**config.mk**
```make
export PLATFORM = sky130hd
export DESIGN_NAME = instr_register_arbiter
export DESIGN_NICKNAME = d
export VERILOG_FILES = /design/src/rtl/instr_register_pkg.sv /design/src/rtl/instr_register_arbiter.sv
export SDC_FILE = /design/constraint.sdc
export NUM_CORES = 1
export LEC_CHECK = 0
export CAP_MARGIN = 10
export CORE_UTILIZATION = 30
export CTS_CLUSTER_DIAMETER = 60
export DETAILED_ROUTE_END_ITERATION = 7
export PLACE_DENSITY = 0.65
export SETUP_SLACK_MARGIN = 0.3
export SKIP_CTS_REPAIR_TIMING = 1
export SLEW_MARGIN = 20
export SYNTH_ARGS = -nofsm -noshare
export SYNTH_HDL_FRONTEND = slang
export SYNTH_SLANG_ARGS = --single-unit
```
**constraint.sdc**
```tcl
create_clock -name clk -period 10 [get_ports clk]
set_input_delay 2 -clock clk [delete_from_list [all_inputs] [get_ports clk]]
set_output_delay 2 -clock clk [all_outputs]
set_load 0.005 [all_outputs]
```
**src/rtl/instr_register_pkg.sv**
```systemverilog
// Shared types for the instruction register and its write-side arbiter.
package instr_register_pkg;

  typedef enum logic [3:0] {
    ZERO  = 4'd0,
    PASSA = 4'd1,
    PASSB = 4'd2,
    ADD   = 4'd3,
    SUB   = 4'd4,
    MULT  = 4'd5,
    DIV   = 4'd6,
    MOD   = 4'd7
  } opcode_t;

  typedef logic signed [31:0] operand_t;
  typedef logic [4:0]         address_t;

endpackage

```
**src/rtl/instr_register_arbiter.sv**
```systemverilog
// Two-requester write arbiter and ring-buffer pointer manager for the instruction register; a write lands one cycle after accept.
// req_ready drops for both requesters once committed + in-flight entries reach DEPTH; INSTR_ARB_FIXED_PRIO_EN selects fixed priority.
module instr_register_arbiter
  import instr_register_pkg::*;
#(
  parameter int DEPTH = 32
) (
  input  logic           clk,
  input  logic           reset,
  input  logic [1:0]     req_valid,
  output logic [1:0]     req_ready,
  input  opcode_t  [1:0] req_opcode,
  input  operand_t [1:0] req_operand_a,
  input  operand_t [1:0] req_operand_b,
  output logic           load_en,
  output address_t       write_pointer,
  output opcode_t        opcode,
  output operand_t       operand_a,
  output operand_t       operand_b,
  output address_t       read_pointer,
  output logic           pop_valid,
  input  logic           pop_ready,
  output logic [5:0]     count,
  output logic           full,
  output logic           empty
);

  typedef enum logic [1:0] {
    IDLE = 2'd0,
    LOAD = 2'd1,
    FULL = 2'd2
  } state_t;

  localparam logic [6:0] CAP       = 7'(DEPTH);
  localparam address_t   LAST_ADDR = address_t'(DEPTH - 1);

  state_t     state;
  address_t   wp;
  logic       last_grant;
  logic [1:0] grant;
  logic [6:0] reserved;
  logic [6:0] reserved_next;
  logic       at_cap;
  logic       accept;
  logic       sel;
  logic       pop_fire;

  // An in-flight write already owns a slot, so capacity counts it.
  assign reserved      = {1'b0, count} + {6'd0, load_en};
  assign at_cap        = (reserved == CAP);
  assign reserved_next = reserved + {6'd0, accept} - {6'd0, pop_fire};

  always_comb begin
    grant = 2'b00;
`ifdef INSTR_ARB_FIXED_PRIO_EN
    if (req_valid[0])      grant = 2'b01;
    else if (req_valid[1]) grant = 2'b10;
`else
    if (req_valid == 2'b11) grant = last_grant ? 2'b01 : 2'b10;
    else                    grant = req_valid;
`endif
  end

  assign req_ready = (reset || at_cap) ? 2'b00 : grant;
  assign accept    = |(req_valid & req_ready);
  assign sel       = req_ready[1];
  assign pop_valid = (count != 6'd0);
  assign empty     = (count == 6'd0);
  assign pop_fire  = pop_valid & pop_ready;
  assign full      = (state == FULL);

  always_ff @(posedge clk or posedge reset) begin
    if (reset) begin
      state         <= IDLE;
      load_en       <= 1'b0;
      write_pointer <= '0;
      wp            <= '0;
      read_pointer  <= '0;
      count         <= '0;
      last_grant    <= 1'b1;
      opcode        <= ZERO;
      operand_a     <= '0;
      operand_b     <= '0;
    end else begin
      load_en <= accept;
      if (accept) begin
        write_pointer <= wp;
        wp            <= (wp == LAST_ADDR) ? '0 : wp + 1'b1;
        opcode        <= req_opcode[sel];
        operand_a     <= req_operand_a[sel];
        operand_b     <= req_operand_b[sel];
        last_grant    <= sel;
      end

      if (pop_fire)
        read_pointer <= (read_pointer == LAST_ADDR) ? '0 : read_pointer + 1'b1;

      // The register captures the write at the edge after accept; count follows it.
      case ({load_en, pop_fire})
        2'b10:   count <= count + 1'b1;
        2'b01:   count <= count - 1'b1;
        default: count <= count;
      endcase

      case (state)
        IDLE: begin
          if (reserved_next == CAP) state <= FULL;
          else if (accept)          state <= LOAD;
        end
        LOAD: begin
          if (reserved_next == CAP) state <= FULL;
          else if (!accept)         state <= IDLE;
        end
        FULL: begin
          if (pop_fire) state <= IDLE;
        end
        default: state <= IDLE;
      endcase
    end
  end

endmodule

```
Word-level counts from Yosys, hierarchy flattened

Cells that the tools add are included.

Flip-flop bits (word level): 93
Input port bits: 141
Output and inout port bits: 90
Word-level logic and storage cells: 57

Add/sub/neg operators: 7
Order comparisons: 1
Eq/ne operators: 12
Mux-type cells: 18
Bitwise logic cells: 2
Reductions and logical operators: 7

Operators with widths:

| kind                                                   | count |
|---|---|
| 2-to-1 mux 32 bit                                      | 4 |
| 2-to-1 mux 2 bit                                       | 8 |
| == test 7 x 6 -> 1 bit (second input constant)         | 2 |
| case mux 6 bit (2 select lines)                        | 1 |
| adder 5 x 1 -> 5 bit (second input constant)           | 2 |
| == test 5 bit (second input constant)                  | 2 |
| 2-to-1 mux 5 bit                                       | 2 |
| 2-to-1 mux 4 bit                                       | 2 |
| adder 6 x 1 -> 7 bit                                   | 1 |
| adder 7 x 1 -> 7 bit                                   | 1 |
| subtractor 7 x 1 -> 7 bit                              | 1 |
| adder 6 x 1 -> 6 bit (second input constant)           | 1 |
| == test 2 bit (second input constant)                  | 3 |
| logical NOT 6 bit                                      | 1 |
| inequality test 3 bit (second input constant)          | 2 |
| case mux 2 bit (3 select lines)                        | 1 |
| nonzero test 6 bit                                     | 1 |
| subtractor 6 x 1 -> 6 bit (second input constant)      | 1 |
| == test 2 x 1 -> 1 bit (second input constant)         | 2 |
| AND reduction 3 bit                                    | 1 |
| AND 2 bit                                              | 1 |
| logical NOT 2 bit                                      | 1 |
| < comparator 1 x 2 -> 1 bit (second input constant)    | 1 |
| inequality test 2 x 1 -> 1 bit (second input constant) | 1 |
| other kinds (4)                                        | 4 |

Logic depth before layout (Yosys ltp)

Word-level depth: 11
Gate-level depth with buffers: 19
Mapped depth without buffers: 17

Worst setup path before layout

No wires, ideal clock.

Kind: input to register
Start: input port reset
End: register state[1]
Setup time: 0.122 ns
Data arrival time: 6.768 ns
Data required time: 9.878 ns
Slack: 3.111 ns
Stages: 13
Path buffers: 2
Cells stage by stage: inv_1 > o211ai_2 > buf_2 > buf_2 > ha_1 > inv_1 > ha_1 > fa_1 > a211o_1 > a31o_2 > a21oi_1 > xnor2_1 > a32o_1

Cells in the longest elaborated chain, start to end: 9
Elaborated cells on any way between the ends: 13
Classes of those cells: add/sub (2); eq/ne (3); mux (4); bitwise (1); reduce/logical (3)

Ends and longest elaborated chain:

| item                                                                             | line                                                         | RTL |
|---|---|---|
| from (decl)                                                                      | instr_register_arbiter.sv:9                                  | `input logic reset,` |
| logical OR 1 bit (*)                                                             | instr_register_arbiter.sv:64                                 | `assign req_ready = (reset \|\| at_cap) ? 2'b00 : grant;` |
| 2-to-1 mux 2 bit (*)                                                             | instr_register_arbiter.sv:64                                 |  |
| AND 2 bit (*)                                                                    | instr_register_arbiter.sv:65                                 | `assign accept = \|(req_valid & req_ready);` |
| OR reduction 2 bit (*)                                                           | instr_register_arbiter.sv:65                                 |  |
| adder 7 x 1 -> 7 bit                                                             | instr_register_arbiter.sv:51                                 | `assign reserved_next = reserved + {6'd0, accept} - {6'd0, pop_fire};` |
| subtractor 7 x 1 -> 7 bit                                                        | instr_register_arbiter.sv:51                                 |  |
| == test 7 x 6 -> 1 bit                                                           | instr_register_arbiter.sv:107, instr_register_arbiter.sv:111 |  |
| inequality test 3 bit (no line) (tied with other cells)                          | -                                                            |  |
| AND reduction 3 bit (no line) or case mux 2 bit (3 select lines) (tied branches) | -                                                            |  |
| to (signal assigned)                                                             | instr_register_arbiter.sv:107                                | `if (reserved_next == CAP) state <= FULL;` |
| to (signal assigned)                                                             | instr_register_arbiter.sv:108                                | `else if (accept) state <= LOAD;` |
| to (signal assigned)                                                             | instr_register_arbiter.sv:111                                | `if (reserved_next == CAP) state <= FULL;` |
| to (decl)                                                                        | instr_register_arbiter.sv:37                                 | `state_t state;` |

Mark *: on every way between the ends. The rest lies on a longest branch, timed or not.
A chain may end at the register's enable or synchronous reset.

Worst setup path in the final report

Start: input port reset
End: output port req_ready[1]

Cells in the longest elaborated chain, start to end: 2

Ends and longest elaborated chain:

| item             | line                         | RTL |
|---|---|---|
| logical OR 1 bit | instr_register_arbiter.sv:64 |  |
| 2-to-1 mux 2 bit | instr_register_arbiter.sv:64 |  |
| to (decl)        | instr_register_arbiter.sv:11 | `output logic [1:0] req_ready,` |

Every way passes these cells.

==> results.tsv <==
metric	value	unit
detailed_place_hpwl	10000	microns
post-route-period-util	0.631	
grt_first_pass_wirelength	20100	microns
synth_area_leaders	dfrtp_1, mux2i_1, nand2_1	
num_vias	4226	
clock_latency	0.35	ns
n_antenna_cell	0	
grt_pass1_vias	4031	
critical_path_required	8.00	ns
netlist_area	0.00487	sq mm
io-pin-count	231	
finalClockSkew	0.00789	ns
die_y	129	microns
cts_max_level	3	
rows	46	
critPathKind	input port to output port	
synth_ff_type	dfrtp_1	
avgSynthCellArea	9.89	sq um
clock.fmax	158	MHz
synthesis.nets	655	
hold_viol	0	
die-area	0.0167	sq mm
first_pass_iters	4	
nets	874	
start_util	0.306	
hold_depth	1	
slew_violations	0	
area_growth	57.4	%
setup-violations-final	0	
rr_worst_depth	17	
ys_types	47	
antenna_found_initial	0	
overflow	0	
drive_above_1_share	0.0475	
cts.sinks	93	
rr_startpoint	count[0]$_DFFE_PP0P_	
yosysTopAreaCellShare	0.473	
end_kind	output port	
fin_util	0.482	
vdd.ir_drop.worst	99.6	uV
crit_arrival	4.31	ns
fp.dieW	129	microns
critPathMaxFanout	50	
cts_inserted_buffers	9	
avgRoutedWirePerCell	13.9	microns
yosysTopAreaCell	dfrtp_1	
setup_ws	3.69	ns
grt_start_max_net_pins	85	
rsz0062_at_grt	false	
holdCritPathClass	flip-flop to flip-flop	
viasPerCell	4.53	
drv_cap	0	
seq_area_frac_synth	0.479	
clockBufferDepth	2	
cts.clk_slew.worst_paths	0.06	ns
grt_usage	0.157	
drt_iter0_drc	152	
maxSlewHeadroom	0.321	
synthArstFlopShare	1.00	
ys_ff_latch	93	
run_status	finished clean	
final.min_clock_period	6.31	ns
ant_nets	0	
reg2reg_to	state[1]$_DFFE_PP0P_	
min_from	state[1]$_DFFE_PP0P_	
gp_congestion	0.787	
drt-total-wl	13000	microns
yosysWarnings	0	
io_buffers	230	
p_leak	3.62	nW
core	0.0159	sq mm
pre_cts_ws	3.58	ns
final_cell_mix	clkdlybuf4s50_1, nand2_1, dfrtp_1	
mostFrequentLayoutCell	clkdlybuf4s50_1	
root_buffer	clkbuf_16	
drc	0	
startpoint_type	input port	
syn_inst	492	
synth_edf_count	0	
final.setup.tns	0	ns
tightest_slew	1.02	ns
worst-r2r-setup-slack	5.72	ns
tritoncts	yes	
min_to	state[0]$_DFFE_PP0P_	
power_density	226	mW/mm^2
layer usage:
layer	routed length [microns]	vias to the layer above	track usage
li1	-	2133	-
met1	5330	1916	0.184
met2	6280	163	0.265
met3	1220	14	0.0640
met4	133	0	0.0436
met5	0	-	0
cell families after synthesis:
family | after synthesis | synth area share
and+or+nand+nor | 146 | 0.133
muxes | 72 | 0.149
xor gates and xnor gates | 12 | 0.0216
AOI/OAI and AO/OA | 101 | 0.115
adders and majority gates | 22 | 0.0597
buffers and inverters | 46 | 0.0427
DFF | 93 | 0.479
synth_stat cells, types with 2 or more instances:
cell / instances
and2_1: 2
mux2i_1: 69
nor3_1: 5
nand4_1: 3
or3_1: 2
a21o_1: 5
xor2_1: 6
buf_6: 3
clkbuf_1: 9
nand2b_1: 2
nor4_1: 2
and3_1: 2
inv_1: 19
nor2_1: 8
xnor2_1: 6
buf_2: 10
ha_1: 20
fa_1: 2
mux2_2: 3
o21ai_1: 9
buf_1: 4
dfrtp_1: 92
a21oi_1: 7
nand3_1: 6
nand2_1: 106
o21ai_0: 69
power by group:
part | switching (W) | internal, W | leakage [nW]
clock | 0.000146 | 0.000207 | 0.148
sequential | 0.0000930 | 0.000492 | 1.13
combinational | 0.000352 | 0.000441 | 2.33
total | 0.000591 | 0.00114 | 3.62
critical path, stage by stage:
cell and delay (ns):
clkdlybuf4s50_1 0.45, inv_4 0.46, nand4_1 0.59, inv_1 0.20
clkdlybuf4s50_1 0.61
registers in the layout, indices dropped and copies added (netlist names):
name and cells:
last_grant 1, opcode 4, load_en 1, operand_a 32
count 6, write_pointer 5, read_pointer 5, operand_b 32
state 2, wp 5
layout make-up:
class                   instances  area (sq um)
fillers                      1480          8230
multi-input cells             353          2340
repair buffers                234          2330
flip-flops and latches         93          2330
well taps                     216           270
clock buffers                  11           253
inverters                      20          77.6
clock inverters                 5          58.8
stage by stage:
stage / area, sq um / hold slack, ns / total power, W / cells
after floorplan: 4870 / 0.410 / 0.00101 / 492
after global placement: 7350 / 0.423 / 0.00136 / 916
after detailed placement: 7350 / 0.433 / 0.00139 / 916
after CTS: 7660 / 0.441 / 0.00175 / 932
after global routing: 7660 / 0.467 / 0.00187 / 932
final: 7660 / 0.438 / 0.00173 / 932
how the worst max path moves through the flow:
stage | startpoint | end | depth (start not counted)
final | reset | req_ready[1] | 5
after CTS | reset | req_ready[1] | 5
after detailed placement | reset | req_ready[1] | 5
after global routing | reset | req_ready[1] | 5
after floorplan | reset | state[1]$_DFFE_PP0P_ | 13
after global placement | reset | req_ready[1] | 5
Power figures use the tool's default switching activity.
==> RTL edit (same flow settings) <==
The option `INSTR_ARB_FIXED_PRIO_EN` is turned on by a define.
--- a/src/rtl/instr_register_arbiter.sv
+++ b/src/rtl/instr_register_arbiter.sv
@@ -2,2 +2,4 @@
 // req_ready drops for both requesters once committed + in-flight entries reach DEPTH; INSTR_ARB_FIXED_PRIO_EN selects fixed priority.
+`define INSTR_ARB_FIXED_PRIO_EN
+
 module instr_register_arbiter
Function: changed (Yosys sat finds a counterexample within 4 cycles, from zero or initial values and one cycle with reset high).
==> RTL edit against the original RTL <==
Maximum frequency shrank 0.40%. Synthesized cell count grew 10%. Area after synthesis grew 3.7%. Critical path depth is the same. Sequential cell count shrank 1. Routed wire length grew 23%. Global-route usage grew 2.6 points. Setup slack lost 0.026 ns. Core utilization shrank 1.1 points. Power grew 0.11%. Design area grew 1.6%. Via count grew 17%.
==> RTL edit: results (changes against the original RTL) <==
Net Switching 0.609 mW (was 0.591 mW); post-synthesis xor/xnor area fraction 1.91% (was 2.16%); average vias per placed instance 5.09 (was 4.53); share of the yosys chip area belonging to registers 45.6% (was 47.9%); die boundary width 132 um (was 129 um); final worst-path cycle share 63.4% (was 63.1%); mean cell area of the mapped netlist 9.31 um2 (was 9.89 um2); wire length on met3 986 um (was 1.22 mm); fraction of layout cells with a size suffix above 1 4.52% (was 4.75%); worst-margin pin slew 0.713 ns (was 1.02 ns); global-route track usage on met1 22.9% (was 18.4%); HPWL after DPL 11.5 mm (was 10.0 mm); vias in the first global route 5026 (was 4031); total area of multi-input combinational cells 0.00248 mm2 (was 0.00234 mm2); clock network latency to the later pin of the worst-skew pair 0.33 ns (was 0.35 ns); list of most frequent post-synthesis cells sky130_fd_sc_hd__dfrtp_1 (92), sky130_fd_sc_hd__a22oi_1 (68), sky130_fd_sc_hd__nand2_1 (67), sky130_fd_sc_hd__o21ai_0 (67) (was sky130_fd_sc_hd__nand2_1 (106), sky130_fd_sc_hd__dfrtp_1 (92), sky130_fd_sc_hd__mux2i_1 (69), sky130_fd_sc_hd__o21ai_0 (69), sky130_fd_sc_hd__ha_1 (20)); fraction of synthesized area in multiplexers 0.645% (was 14.9%); Routed wire per std cell 16.3 um (was 13.9 um); clock group total power 0.344 mW (was 0.353 mW); Critical Path Slowest Stage Cell sky130_fd_sc_hd__buf_4 (was sky130_fd_sc_hd__clkdlybuf4s50_1); post-synth net total 705 (was 655); outcome finished clean (unchanged); gp weighted congestion 0.813 (was 0.787); Adder-Cell Fraction of Synth Area 5.75% (was 5.97%); number of distinct standard cells referenced by the synthesized netlist 45 (was 47); maximum number of pins on one net before global-route repair 77 (was 85); crit-path max cell delay 0.63 ns (was 0.61 ns); overall power of the completed layout 1.73 mW (about the same); DRC violation total after the first TritonRoute iteration 292 (was 152); arrival time of the worst setup path 4.34 ns (was 4.31 ns)
RTL edit: changes by cell type in the layout (fill, tap and decap cells not counted), sizes merged, moves of 2 or more:
cell	delta
a21oi	+2
a31oi	+37
nor2b	+37
clkdlybuf4s50	-2
inv	-2
nand2	-38
a22oi	+68
and3	+2
nand3	+2
buf	+4
mux2i	-68
RTL edit: layout make-up:
class	instances	share of cell area, %
inverters	19	0.949
multi-input cells	390	31.9
clock inverters	4	0.611
flip-flops and latches	92	29.6
clock buffers	12	3.30
well taps	220	3.54
repair buffers	236	30.1
RTL edit: final timing paths:
kind / depth (start not counted) / end
min reg2reg: 1 / state[0]
min in group asynchronous: 2 / opcode[3]
max in group asynchronous: 3 / state[0]
max: 5 / req_ready[1]
min: 1 / state[0]
max reg2reg: 17 / state[0]
RTL edit: cell families after synthesis:
logic type,after synthesis
DFF,92
AOI/OAI and AO/OA,205
buffers and inverters,60
and+or+nand+nor,149
adders and majority gates,22
muxes,3
xor gates and xnor gates,11
